<file path="src/rtl/pattern_sequencer_pkg.sv">
// Shared definitions for the pattern sequencer: FSM state encoding and
// word-update mode codes, also used by the testbench.
package pattern_sequencer_pkg;

   // Two-bit encoding leaves 2'b11 unused; the FSM treats it as a fault and
   // returns to WAIT_REQ on the next tick.
   typedef enum logic [1:0] {
      WAIT_REQ = 2'b00,
      SEND     = 2'b01,
      RELEASE  = 2'b10
   } state_t;

   // Rules for advancing the data word when a transfer completes.
   localparam logic [1:0] MODE_INC   = 2'd0;
   localparam logic [1:0] MODE_DEC   = 2'd1;
   localparam logic [1:0] MODE_WALK  = 2'd2;
   localparam logic [1:0] MODE_CONST = 2'd3;

endpackage

</file>
<file path="src/rtl/pattern_sequencer_tick_divider.sv">
// Free-running clock-enable generator: one-cycle tick every TICK_DIV cycles
// of clk_raw. Kept standalone so the UART clock logic can reuse it.
module tick_divider #(
   parameter int TICK_DIV = 1160
) (
   input  logic clk_raw,
   input  logic reset,
   output logic tick
);

   // A divide-by-one still needs a one-bit counter that sits at zero.
   localparam int CW = (TICK_DIV > 1) ? $clog2(TICK_DIV) : 1;
   localparam logic [CW-1:0] LAST = CW'(TICK_DIV - 1);

   logic [CW-1:0] div_cnt;

   assign tick = (div_cnt == LAST);

   // Count 0..TICK_DIV-1 and wrap; reset restarts the count from zero.
   always_ff @(posedge clk_raw) begin
      if (reset) begin
         div_cnt <= '0;
      end else if (div_cnt == LAST) begin
         div_cnt <= '0;
      end else begin
         div_cnt <= div_cnt + CW'(1);
      end
   end

endmodule

</file>
<file path="src/rtl/pattern_sequencer.sv">
// Pattern sequencer: produces one data word per request, hands it to the
// transmitter over a sent/received handshake, and advances the word by the
// selected mode. Supports free-running auto mode, an acknowledge timeout
// with a sticky error flag, and a wrapping transfer counter.
module pattern_sequencer
   import pattern_sequencer_pkg::*;
#(
   parameter int          WIDTH    = 8,
   parameter int unsigned START    = 32'h40,
   parameter int          TICK_DIV = 1160,
   parameter int          TIMEOUT  = 255,
   parameter int          CNT_W    = 16
) (
   input  logic             clk_raw,
   input  logic             reset,
   input  logic             step,
   input  logic             auto_en,
   input  logic [1:0]       mode,
   input  logic             received,
   output logic [WIDTH-1:0] data,
   output logic             sent,
   output logic             busy,
   output logic             err,
   output logic [CNT_W-1:0] count
);

   // Reset value of the word, truncated or zero-extended to WIDTH.
   localparam logic [WIDTH-1:0] START_W = START[WIDTH-1:0];

   // The timeout counter only needs to reach TIMEOUT-1; a disabled timeout
   // (TIMEOUT=0) still gets a one-bit counter that is never compared.
   localparam int            TW      = (TIMEOUT > 1) ? $clog2(TIMEOUT) : 1;
   localparam logic [TW-1:0] TO_LAST = TW'((TIMEOUT > 0) ? (TIMEOUT - 1) : 0);
   localparam bit            TO_EN   = (TIMEOUT != 0);

   state_t           state;
   logic [TW-1:0]    to_cnt;
   logic [WIDTH-1:0] next_word;
   logic             tick;
   logic             req;
   logic             release_ok;

   tick_divider #(
      .TICK_DIV(TICK_DIV)
   ) u_div (
      .clk_raw(clk_raw),
      .reset  (reset),
      .tick   (tick)
   );

   // Auto mode makes a request every time the FSM is idle; otherwise the
   // button level is the request.
   assign req = auto_en | step;

   // Leaving RELEASE needs the button released (unless in auto mode) and the
   // acknowledge dropped, so a held button or stuck acknowledge cannot cause
   // a second send of the same press.
   assign release_ok = (auto_en | ~step) & ~received;

   // Next word per mode; walking-one reseeds to 1 whenever the word is not
   // exactly one-hot so it always recovers into a clean walking pattern.
   always_comb begin
      next_word = data;
      case (mode)
         MODE_INC:  next_word = data + WIDTH'(1);
         MODE_DEC:  next_word = data - WIDTH'(1);
         MODE_WALK: next_word = $onehot(data) ? {data[WIDTH-2:0], data[WIDTH-1]}
                                              : WIDTH'(1);
         default:   next_word = data;
      endcase
   end

   // Handshake FSM with registered outputs; it only moves on divider ticks,
   // and every register holds its value between ticks.
   always_ff @(posedge clk_raw) begin
      if (reset) begin
         state  <= WAIT_REQ;
         data   <= START_W;
         sent   <= 1'b0;
         busy   <= 1'b0;
         err    <= 1'b0;
         count  <= '0;
         to_cnt <= '0;
      end else if (tick) begin
         case (state)
            WAIT_REQ: begin
               to_cnt <= '0;
               if (req) begin
                  state <= SEND;
                  sent  <= 1'b1;
                  busy  <= 1'b1;
               end
            end

            SEND: begin
               if (received) begin
                  state  <= RELEASE;
                  sent   <= 1'b0;
                  err    <= 1'b0;
                  count  <= count + CNT_W'(1);
                  to_cnt <= '0;
               end else if (TO_EN && (to_cnt == TO_LAST)) begin
                  state  <= WAIT_REQ;
                  sent   <= 1'b0;
                  busy   <= 1'b0;
                  err    <= 1'b1;
                  to_cnt <= '0;
               end else begin
                  to_cnt <= to_cnt + TW'(1);
               end
            end

            RELEASE: begin
               if (release_ok) begin
                  state <= WAIT_REQ;
                  busy  <= 1'b0;
                  data  <= next_word;
               end
            end

            default: begin
               state  <= WAIT_REQ;
               sent   <= 1'b0;
               busy   <= 1'b0;
               to_cnt <= '0;
            end
         endcase
      end
   end

endmodule

</file>
<file path="config.mk">
export PLATFORM = sky130hd
export DESIGN_NAME = pattern_sequencer
export DESIGN_NICKNAME = d
export VERILOG_FILES = /design/src/rtl/pattern_sequencer_pkg.sv /design/src/rtl/pattern_sequencer_tick_divider.sv /design/src/rtl/pattern_sequencer.sv
export SDC_FILE = /design/constraint.sdc
export NUM_CORES = 1
export LEC_CHECK = 0
export ABC_AREA = 1
export CAP_MARGIN = 10
export CORE_MARGIN = 4
export CORE_UTILIZATION = 45
export CTS_CLUSTER_DIAMETER = 150
export CTS_CLUSTER_SIZE = 24
export DETAILED_ROUTE_END_ITERATION = 8
export PLACE_DENSITY = 0.67
export SYNTH_ARGS = -nofsm -noshare
export SYNTH_HDL_FRONTEND = slang
export SYNTH_SLANG_ARGS = --single-unit
</file>
<file path="constraint.sdc">
create_clock -name clk_raw -period 3.1 [get_ports clk_raw]
set_input_delay 0.31 -clock clk_raw [delete_from_list [all_inputs] [get_ports clk_raw]]
set_output_delay 0.31 -clock clk_raw [all_outputs]
set_load 0.02 [all_outputs]
</file>
---- After elaboration in Yosys (flattened, before gate mapping) ----
Index checks and enable logic that the tools add are counted.
word-level totals
  register bits after elaboration ......... 48
  output and inout bits ................... 27
operators by class
  add/sub/neg operators ................... 12
  equal/unequal tests ..................... 12
  multiplexer cells ....................... 19
  bitwise gates (word level) .............. 6
  reduce and logical (&&, ||, !) cells .... 12
operators by type and width
  kind                     count
  $mux W8                  3
  $pmux W8 S3              1
  $add A16 B1 Y16 const B  1
  $add A8 B1 Y8 const B    2
  $pmux W8 S2              1
  $reduce_and A4 Y1        3
  $add A11 B1 Y11 const B  1
  $eq A11 B11 Y1 const B   1
  $add A1 B1 Y2            4
  $eq A8 B8 Y1 const B     1
  $mux W2                  4
  $ne A2 B2 Y1 const B     4
  $sub A8 B1 Y8 const B    1
  $mux W1                  7
  $add A2 B2 Y3            2
  $pmux W1 S3              2
  $pmux W2 S3              1
  $reduce_and A3 Y1        2
  $reduce_and A5 Y1        1
  $add A3 B3 Y4            1
  $eq A2 B1 Y1 const B     2
  $eq A2 B2 Y1 const B     2
  $eq A4 B1 Y1 const B     1
  $logic_not A2 Y1         2
  other kinds (8)          11

---- Longest topological paths before layout ----
Gate-level depths: netlist (run 1).
  word-level depth ........................ 6
  gate-level depth with buffers ........... 17

---- Hierarchy ----
Synthesis (run 1) repeated with hierarchy kept, for this count alone.
unflattened totals
  cells, all modules ...................... 426
  area, all modules ....................... 2,949.1 um2
modules (own cells, without submodules)
  module             instances  cells an instance  area each (um2)
  pattern_sequencer  1          350                2,399.8
  tick_divider       1          76                 549.3

---- Least setup slack after synthesis (run 1) ----
No wires, ideal clock.
  path kind ............................... flip-flop to flip-flop
  start ................................... register data[0]
  end ..................................... register data[0]
  arrival time ............................ 3.386 ns
  data required time ...................... 2.978 ns
  path slack .............................. -0.408 ns
  cell stages (with the launch flop) ...... 16
  period minus slack after synthesis ...... 3.508 ns
  cells stage by stage .................... dfxtp_1 > inv_1 > fa_1 > fa_1 > fa_1 > inv_1 > ha_1 > inv_1 > fa_1 > nand2_1 > nor2_1 > nand2_1 > nor2_1 > nand2_1 > o21ai_0 > a21oi_1
between the ends
  longest elaborated chain between the ends .. 6
RTL lines
  what                                 RTL line                  text
  from (decl)                          pattern_sequencer.sv:20   output logic [WIDTH-1:0] data,
  from (signal assigned)               pattern_sequencer.sv:117  data <= next_word;
  $add A1 B1 Y2 (not written as such)  pattern_sequencer.sv:67   MODE_WALK: next_word = $onehot(data) ? {data[WIDTH-2:0], data[WIDTH-1]}
  $add A2 B2 Y3 (not written as such)  pattern_sequencer.sv:67
  $add A3 B3 Y4 (not written as such)  pattern_sequencer.sv:67
  $eq A4 B1 Y1                         pattern_sequencer.sv:67
  $mux W8                              pattern_sequencer.sv:67
  $pmux W8 S3 (*)                      pattern_sequencer.sv:64   case (mode)
Every way passes the cells marked *; elsewhere a longest branch is shown, timed or not.
A chain may end at the register's enable or synchronous reset.

---- Final worst setup path (run 1) ----
Ends and elaborated chain as after synthesis.

==> results of run 1 <==
-- power by group --
group / switching (mW) / internal (mW) / total [mW]
clock: 0.224 / 0.158 / 0.382
sequential: 0.00280 / 0.618 / 0.620
combinational: 0.0397 / 0.0236 / 0.0633
-- metal layers --
layer | vias up | part of all wire | global-route usage
met5 | - | 0 | 0
met1 | 1405 | 0.47 | 0.230
li1 | 1590 | - | -
met4 | 0 | 0.0050 | 0.0523
met2 | 66 | 0.48 | 0.312
met3 | 2 | 0.044 | 0.0283
-- synthesized netlist by cell type --
| master | n |
|---|---|
| nand4_2 | 1 |
| nor2_4 | 2 |
| nand3_4 | 1 |
| a211oi_1 | 1 |
| nand2_1 | 128 |
| nand4_1 | 8 |
| ha_1 | 13 |
| and2_1 | 1 |
| clkbuf_1 | 3 |
| o21ai_1 | 2 |
| o21bai_1 | 1 |
| nor3b_2 | 1 |
| nand2_4 | 1 |
| dfxtp_1 | 48 |
| o211a_1 | 1 |
| nor2_1 | 54 |
| nand3b_1 | 2 |
| inv_2 | 3 |
| nor3_1 | 13 |
| xor2_1 | 9 |
| nor2_8 | 1 |
| or2_2 | 1 |
| nand3_1 | 38 |
| inv_1 | 71 |
| nand2_2 | 1 |
| fa_1 | 5 |
| nor2_2 | 4 |
| o21ai_0 | 18 |
| a21oi_1 | 36 |
| xnor2_1 | 1 |
| o21a_1 | 1 |
-- critical path, delay by kind of cell, from the launching register on --
family	cells	cell delay, ps
AO/OA/AOI/OAI	2	150
adder cells (fa/ha/maj)	5	2080
buffers and inverters	3	150
flip-flops	1	360
AND/OR/NAND/NOR	5	470
-- stage by stage --
| stage | hold slack, ps | setup TNS (ps) | setup slack (ps) |
|---|---|---|---|
| after global routing | 507 | -2280 | -335 |
| after CTS | 464 | -1420 | -230 |
| after global placement | 432 | -611 | -157 |
| final | 459 | -1390 | -222 |
| after detailed placement | 441 | -1500 | -283 |
| after floorplan | 418 | -458 | -126 |
-- state kept, by name (all words and copies together), names as in the netlist --
name	cells
err	1
count	16
u_div.div_cnt	11
to_cnt	8
busy	1
state	2
sent	1
data	8
-- layout make-up --
type	instances	area (µm²)
fillers	626	2750
multi-input cells	345	1860
flip-flops and latches	48	970
repair buffers	45	420
inverters	74	280
well taps	77	96.3
clock buffers	5	68.8
clock inverters	3	18.8
-- worst max-delay path by stage --
stage	startpoint	endpoint	depth (start not counted)
after global placement	data[0]	data[0]	15
after global routing	data[0]	data[0]	15
after floorplan	data[0]	data[0]	15
after CTS	data[0]	data[0]	15
after detailed placement	data[0]	data[0]	15
final	data[0]	data[0]	15
-- what timing repair did --
action	4_1_cts	5_1_grt
setup buffers	2	2
endpoints found under the hold margin	0	0
resized for setup	6	7
setup endpoints to repair	8	8
pin swaps	10	2
-- kinds of logic after synthesis --
group,count (synthesis)
buffers and inverters,77
DFF,48
AOI/OAI and AO/OA,60
and+or+nand+nor,257
xor gates and xnor gates,10
adders and majority gates,18
==> out/metrics.yaml, run 1 <==
clock_network:
  path_clk_slew_ps: 100
  cts-root-buf: "clkbuf_8"
  clk_path_buf_depth: 2
  cts_hold_buf: 0
  cts_sinks: 48
  clkLatencyLatePin_ps: 310
  htree_levels: 2
  cts_inserted_buffers: 5
  cts_tree: "yes"
sta:
  worst_slew_pin_slew_ps: 469
  post-route-period-util: 1.07
  min_period_ps: 3320
  fmax_ghz: 0.301
  setup_violations: 8
  layout_setup_ws_ps: -222
  rsz0062_at_grt: "true"
  slew_violations: 0
  skew_ps: 9.64
  timing.final.hold_violations: 0
  max_slew_margin: 0.685
route:
  antenna_left: 0
  wl_um: 7180
  drc_errors: 0
  dr.pass1.iters: 4
  first_iter_violations: 119
  wl_per_cell_um: 12.0
  via_per_inst: 5.13
  via_count: 3063
logic_synthesis:
  syn_area_per_cell_um2: 6.50
  synthTopCellsByArea: "dfxtp_1 (31%), nand2_1 (16%), inv_1 (8.7%), nor2_1 (6.6%), nand3_1 (6.2%)"
  synthesis.nets: 495
  yosys_warnings: 0
  yosys.area_share.simple: 0.374
  yosysSeqAreaShare: 0.314
  netlist_instances: 470
  synth_fa_ha_area_frac: 0.0860
  ys_types: 31
  synth_top_area_frac: 0.314
  synth.area.mux_share: 0
  synth_compound_area_frac: 0.102
  synth_top_family_by_area: "simple AND/OR/NAND/NOR gates"
  ys_ff_latch: 48
  yosysTopAreaCell: "dfxtp_1"
  syn_area_mm2: 0.00306
  synth_xor_area_frac: 0.0287
cells_and_area:
  drive_gt1_frac: 0.100
  final_common_cell: "nand2_1"
  finalNonFillerCells: 597
  utilization: 0.575
  syn_to_final_growth_pct: 21.4
  layout.nets: 544
  layout_common_cells: "nand2_1 (125), inv_1 (67), nor2_1 (52)"
  diodes: 0
  fin_area_mm2: 0.00371
global_route:
  grt_pass1_wl_um: 12600
  antenna_found_initial: 0
  grt_pass1_vias: 2855
  grt_overflow: 0
  grt_max_degree: 21
  grt_usage: 0.180
floorplanning:
  floorplan.initialDensity: 0.473
  ios: 34
  die_h_um: 90.4
  dieArea_mm2: 0.00817
  die_w_um: 90.4
  rows: 29
  coreArea_mm2: 0.00646
worst_setup_path:
  critical_path_class: "reg2reg"
  startpoint_type: "flop"
  worstReg2RegEnd: "data[0]"
  crit_slowest_cell: "fa_1"
  regToRegSetupSlack_ps: -220
  worstPathCellList: "inv_4 > fa_1 > fa_1 > fa_1 > inv_2 > ha_4 > inv_2 > fa_1 > nand2_2 > nor2_4 > nand2_4 > nor2_4 > nand2_1 > o21ai_1 > a21oi_1"
  cp.arrival_ps: 3510
  worst_ep_required_time_ps: 3290
  worst-path-max-fanout: 4
  cpPeakStageDelay_ps: 540
  cp_common_cell: "fa_1"
  end_kind: "flop"
  r2r_cells: 15
  rr_startpoint: "data[0]"
pwr:
  totalPowerFinal_mw: 1.07
  powerDensity_mw_per_mm2: 287
  leakagePower_nw: 1.55
  ir_drop_mv: 0.144
hold_path:
  holdPathEnd: "u_div.div_cnt[0]"
  worstHoldStart: "u_div.div_cnt[0]"
  hold_path.class: "reg2reg"
  hold-path-cell-count: 1
place:
  hpwl_um: 5500
  globalplace.congestion: 0.859
  place_area_mm2: 0.00355
  portBuffers: 33
  dp.cells: 585
run_status:
  violations: "negative setup slack"
  status: "finished with violations"
job:
  maxCapViolations: 0
Note: power is estimated with default switching activity, not from simulation.
==> inputs of run 2 (changes only) <==
- MAX_ROUTING_LAYER: default -> met4
==> out/metrics.yaml, run 2 (synthesized netlist as in run 1, its figures left out) <==
clock_network:
  path_clk_slew_ps: 100
  cts_hold_buf: 0
  cts-root-buf: "clkbuf_8"
  clk_path_buf_depth: 2
  htree_levels: 2
  cts_inserted_buffers: 5
  cts_tree: "yes"
  clkLatencyLatePin_ps: 310
  cts_sinks: 48
route:
  via_count: 3071
  first_iter_violations: 149
  antenna_left: 0
  dr.pass1.iters: 4
  wl_um: 7200
  via_per_inst: 5.14
  wl_per_cell_um: 12.1
  drc_errors: 0
floorplanning:
  floorplan.initialDensity: 0.473
  die_h_um: 90.4
  ios: 34
  die_w_um: 90.4
  dieArea_mm2: 0.00817
  coreArea_mm2: 0.00646
  rows: 29
sta:
  fin_worst_hold_slack_ps: 459
  skew_ps: 10.4
  worst_slew_pin_slew_ps: 471
  tns_ps: -1450
  post-route-period-util: 1.07
  slew_violations: 0
  min_period_ps: 3330
  fmax_ghz: 0.300
  layout_setup_ws_ps: -232
  setup_violations: 8
  timing.final.hold_violations: 0
  rsz0062_at_grt: "true"
  max_slew_margin: 0.684
cells_and_area:
  multiInputGateArea_mm2: 0.00186
  largest_reg_flops: 16
  layout_common_cells: "nand2_1 (125), inv_1 (67), nor2_1 (52)"
  fillers: 626
  diodes: 0
  final_common_cell: "nand2_1"
  drive_gt1_frac: 0.100
  syn_to_final_growth_pct: 21.4
  top_register: "count"
  finalNonFillerCells: 597
  layout.nets: 544
  seqCellArea_um2: 970
  fin_area_mm2: 0.00371
  utilization: 0.575
  top_regs: "count x16, u_div.div_cnt x11"
pwr:
  totalPowerFinal_mw: 1.06
  ir_drop_mv: 0.144
  powerDensity_mw_per_mm2: 287
  leakagePower_nw: 1.55
place:
  globalplace.congestion: 0.873
  pre_cts_slack_ps: -283
  dp.cells: 585
  place_area_mm2: 0.00355
  hpwl_um: 5500
  portBuffers: 33
worst_setup_path:
  crit_slowest_cell: "fa_1"
  startpoint_type: "flop"
  cpPeakStageDelay_ps: 540
  worst-path-max-fanout: 4
  worstPathCellList: "inv_4 > fa_1 > fa_1 > fa_1 > inv_2 > ha_4 > inv_2 > fa_1 > nand2_2 > nor2_4 > nand2_4 > nor2_4 > nand2_1 > o21ai_1 > a21oi_1"
  critPathBufInv: 3
  rr_startpoint: "data[0]"
  cp_top_family: "adder cells"
  cp_common_cell: "fa_1"
  end_kind: "flop"
  regToRegSetupSlack_ps: -230
  worst_ep_required_time_ps: 3290
  r2r_cells: 15
  cp.arrival_ps: 3520
  critical_path_class: "reg2reg"
  worstReg2RegEnd: "data[0]"
global_route:
  grt_max_degree: 21
  grt_usage: 0.185
  grt_pass1_vias: 2850
  antenna_found_initial: 0
  grt_overflow: 0
  grt_pass1_wl_um: 12600
run_status:
  violations: "negative setup slack"
  status: "finished with violations"
hold_path:
  hold_path.class: "reg2reg"
  hold-path-cell-count: 1
  holdPathEnd: "u_div.div_cnt[0]"
  worstHoldStart: "u_div.div_cnt[0]"
job:
  maxCapViolations: 0
==> run 2: cell counts in the layout (fill, tap and decap cells not counted) <==
Identical to the previous run, type by type.
==> run 2: final cells by class <==
cell class	instances	share of cell area
timing repair buffer	45	0.113
inverter	74	0.0755
clock inverter	3	0.00506
multi-input combinational	345	0.501
sequential	48	0.261
clock buffer	5	0.0185
tap	77	0.0260
==> run 2: how the worst max path moves through the flow <==
stage,to,from,slack (ps),cells after the start
3_5_place_dp,data[0],data[0],-280,15
5_1_grt,data[5],data[0],-340,17
4_1_cts,data[0],data[0],-230,15
2_1_floorplan,data[0],data[0],-130,15
3_3_place_gp,data[0],data[0],-160,15
6_report,data[0],data[0],-230,15
==> run 2: per-layer routing <==
layer	vias up	wire length, µm	track usage
li1	1587	-	-
met1	1425	3400	0.230
met2	55	3490	0.312
met3	4	262	0.0283
met4	0	52	0.0523
met5	-	0	-
==> run 2: where the power goes <==
group,switching [mW],internal (mW),total [mW]
Sequential,0.00280,0.618,0.620
Combinational,0.0396,0.0236,0.0632
Clock,0.223,0.158,0.381
==> run 2: repair_timing <==
item / 4_1_cts / 5_1_grt
gates resized for setup: 6 / 7
endpoints found under the setup margin: 8 / 8
pin swaps: 10 / 2
buffers inserted: 2 / 2
==> inputs of run 3 (changes only) <==
- CORE_ASPECT_RATIO: default -> 0.6
==> out/metrics.yaml, run 3 (synthesized netlist as in run 1, its figures left out) <==
run_status:
  status: "finished with violations"
  violations: "negative setup slack"
worst_setup_path:
  cp.arrival_ps: 3490
  critical_path_class: "reg2reg"
  startpoint_type: "flop"
  end_kind: "flop"
  worst-path-max-fanout: 4
  startpoint: "data[0]"
  rr_startpoint: "data[0]"
  worst_ep_required_time_ps: 3280
pwr:
  totalPowerFinal_mw: 1.22
  leakagePower_nw: 1.57
  internal_power_mw: 0.935
  swShare: 0.235
  powerDensity_mw_per_mm2: 325
  netSwitchingPower_mw: 0.288
  p_seq_frac: 0.508
  ir_drop_mv: 0.243
  p_comb_frac: 0.053
  pwr-share-clk: 0.439
route:
  antenna_left: 0
  drc_errors: 0
  via_per_inst: 5.11
  wl_per_cell_um: 12.8
  dr.pass1.iters: 5
  wl_um: 7720
  first_iter_violations: 241
  via_count: 3089
clock_network:
  cts_tree: "yes"
  clkLatencyLatePin_ps: 290
  htree_levels: 2
  cts_sinks: 48
  cts-root-buf: "clkbuf_16"
  clk_path_buf_depth: 2
  cts_inserted_buffers: 5
  path_clk_slew_ps: 70
floorplanning:
  die_h_um: 71.8
  floorplan.initialDensity: 0.481
  coreArea_mm2: 0.00636
  die_w_um: 114
  dieArea_mm2: 0.00822
  rows: 22
  ios: 34
global_route:
  grt_use_met1: 0.294
  grt_max_degree: 20
  antenna_found_initial: 0
  grt_overflow: 0
  grt_pass1_wl_um: 13000
  grt_pass1_vias: 2790
  grt_usage: 0.201
  busiest_layer: "met1"
  use_met2: 0.286
  grtUsageMet3: 0.0380
cells_and_area:
  utilization: 0.591
  layout_common_cells: "nand2_1 (125), inv_1 (68), nor2_1 (51)"
  diodes: 0
  largest_reg_flops: 16
  top_register: "count"
  layout.nets: 545
  syn_to_final_growth_pct: 23.0
  top_regs: "count x16, u_div.div_cnt x11"
  drive_gt1_frac: 0.0942
  fin_area_mm2: 0.00376
  final_common_cell: "nand2_1"
sta:
  worst_slew_pin_slew_ps: 535
  max_slew_margin: 0.643
  tns_ps: -1280
  setup_violations: 8
  slew_violations: 0
  skew_ps: 6.14
  rsz0062_at_grt: "true"
  timing.final.hold_violations: 0
  post-route-period-util: 1.07
  layout_setup_ws_ps: -204
  min_period_ps: 3300
  fmax_ghz: 0.303
place:
  hpwl_um: 5920
  pre_cts_slack_ps: -258
  place_area_mm2: 0.00357
  globalplace.congestion: 0.903
  portBuffers: 33
hold_path:
  hold_path.class: "reg2reg"
  worstHoldStart: "err"
job:
  maxCapViolations: 0
-- run 3: cell count changes in the layout (fill, tap and decap cells not counted), moves of 3 or more --
cell,delta
clkbuf_16,+5
a21oi_1,+3
a21oi_2,-3
clkbuf_8,-5
-- run 3: worst paths after layout --
path | end | slack, ps | cells after the start
hold reg to reg | err | 460 | 2
setup / recovery | data[0] | -200 | 15
setup reg to reg | data[0] | -200 | 15
hold / removal | err | 460 | 2
-- run 3: final cells by class --
cell class / count / area, µm²
sequential: 48 / 970
tap: 84 / 105
clock inverter: 2 / 12.5
multi-input combinational: 345 / 1830
timing repair buffer: 46 / 432
fill: 598 / 2600
inverter: 74 / 280
clock buffer: 5 / 125
-- run 3: metal layers --
metal  up-vias  wire length (µm)
met4         0                59
met2        77              3160
met3        10               422
li1       1592                 -
met5         -                 0
met1      1410              4080
-- run 3: metrics by stage --
stage	hold slack (ps)	cells
floorplan	418	470
global placement	428	593
detailed placement	442	593
CTS	458	603
global route	485	604
finish	455	604
-- run 3: power groups by stage --
stage / registers [mW] / logic [mW] / clock network [mW]
global placement: 0.635 / 0.0626 / 0
CTS: 0.621 / 0.0640 / 0.545
global route: 0.621 / 0.0723 / 0.571
finish: 0.621 / 0.0648 / 0.538
floorplan: 0.634 / 0.0408 / 0
detailed placement: 0.635 / 0.0631 / 0
-- run 3: repair_timing --
item / CTS / global route
gates resized for setup: 8 / 2
buffers inserted: 3 / 2
pin swaps: 4 / 1
setup endpoints to repair: 8 / 8
hold buffers: 0 / 0
-- run 3: worst max-delay path, cell delays in order, from the launching register on --
cell and delay, ps:
dfxtp_4 360, inv_4 30, fa_1 540, fa_1 430, fa_1 440, inv_1 70
ha_2 190, inv_2 40, fa_1 490, nand2_2 70, nor2_4 110, nand2_2 100
nor2_4 110, nand2_1 60, o21ai_1 80, a21oi_1 70
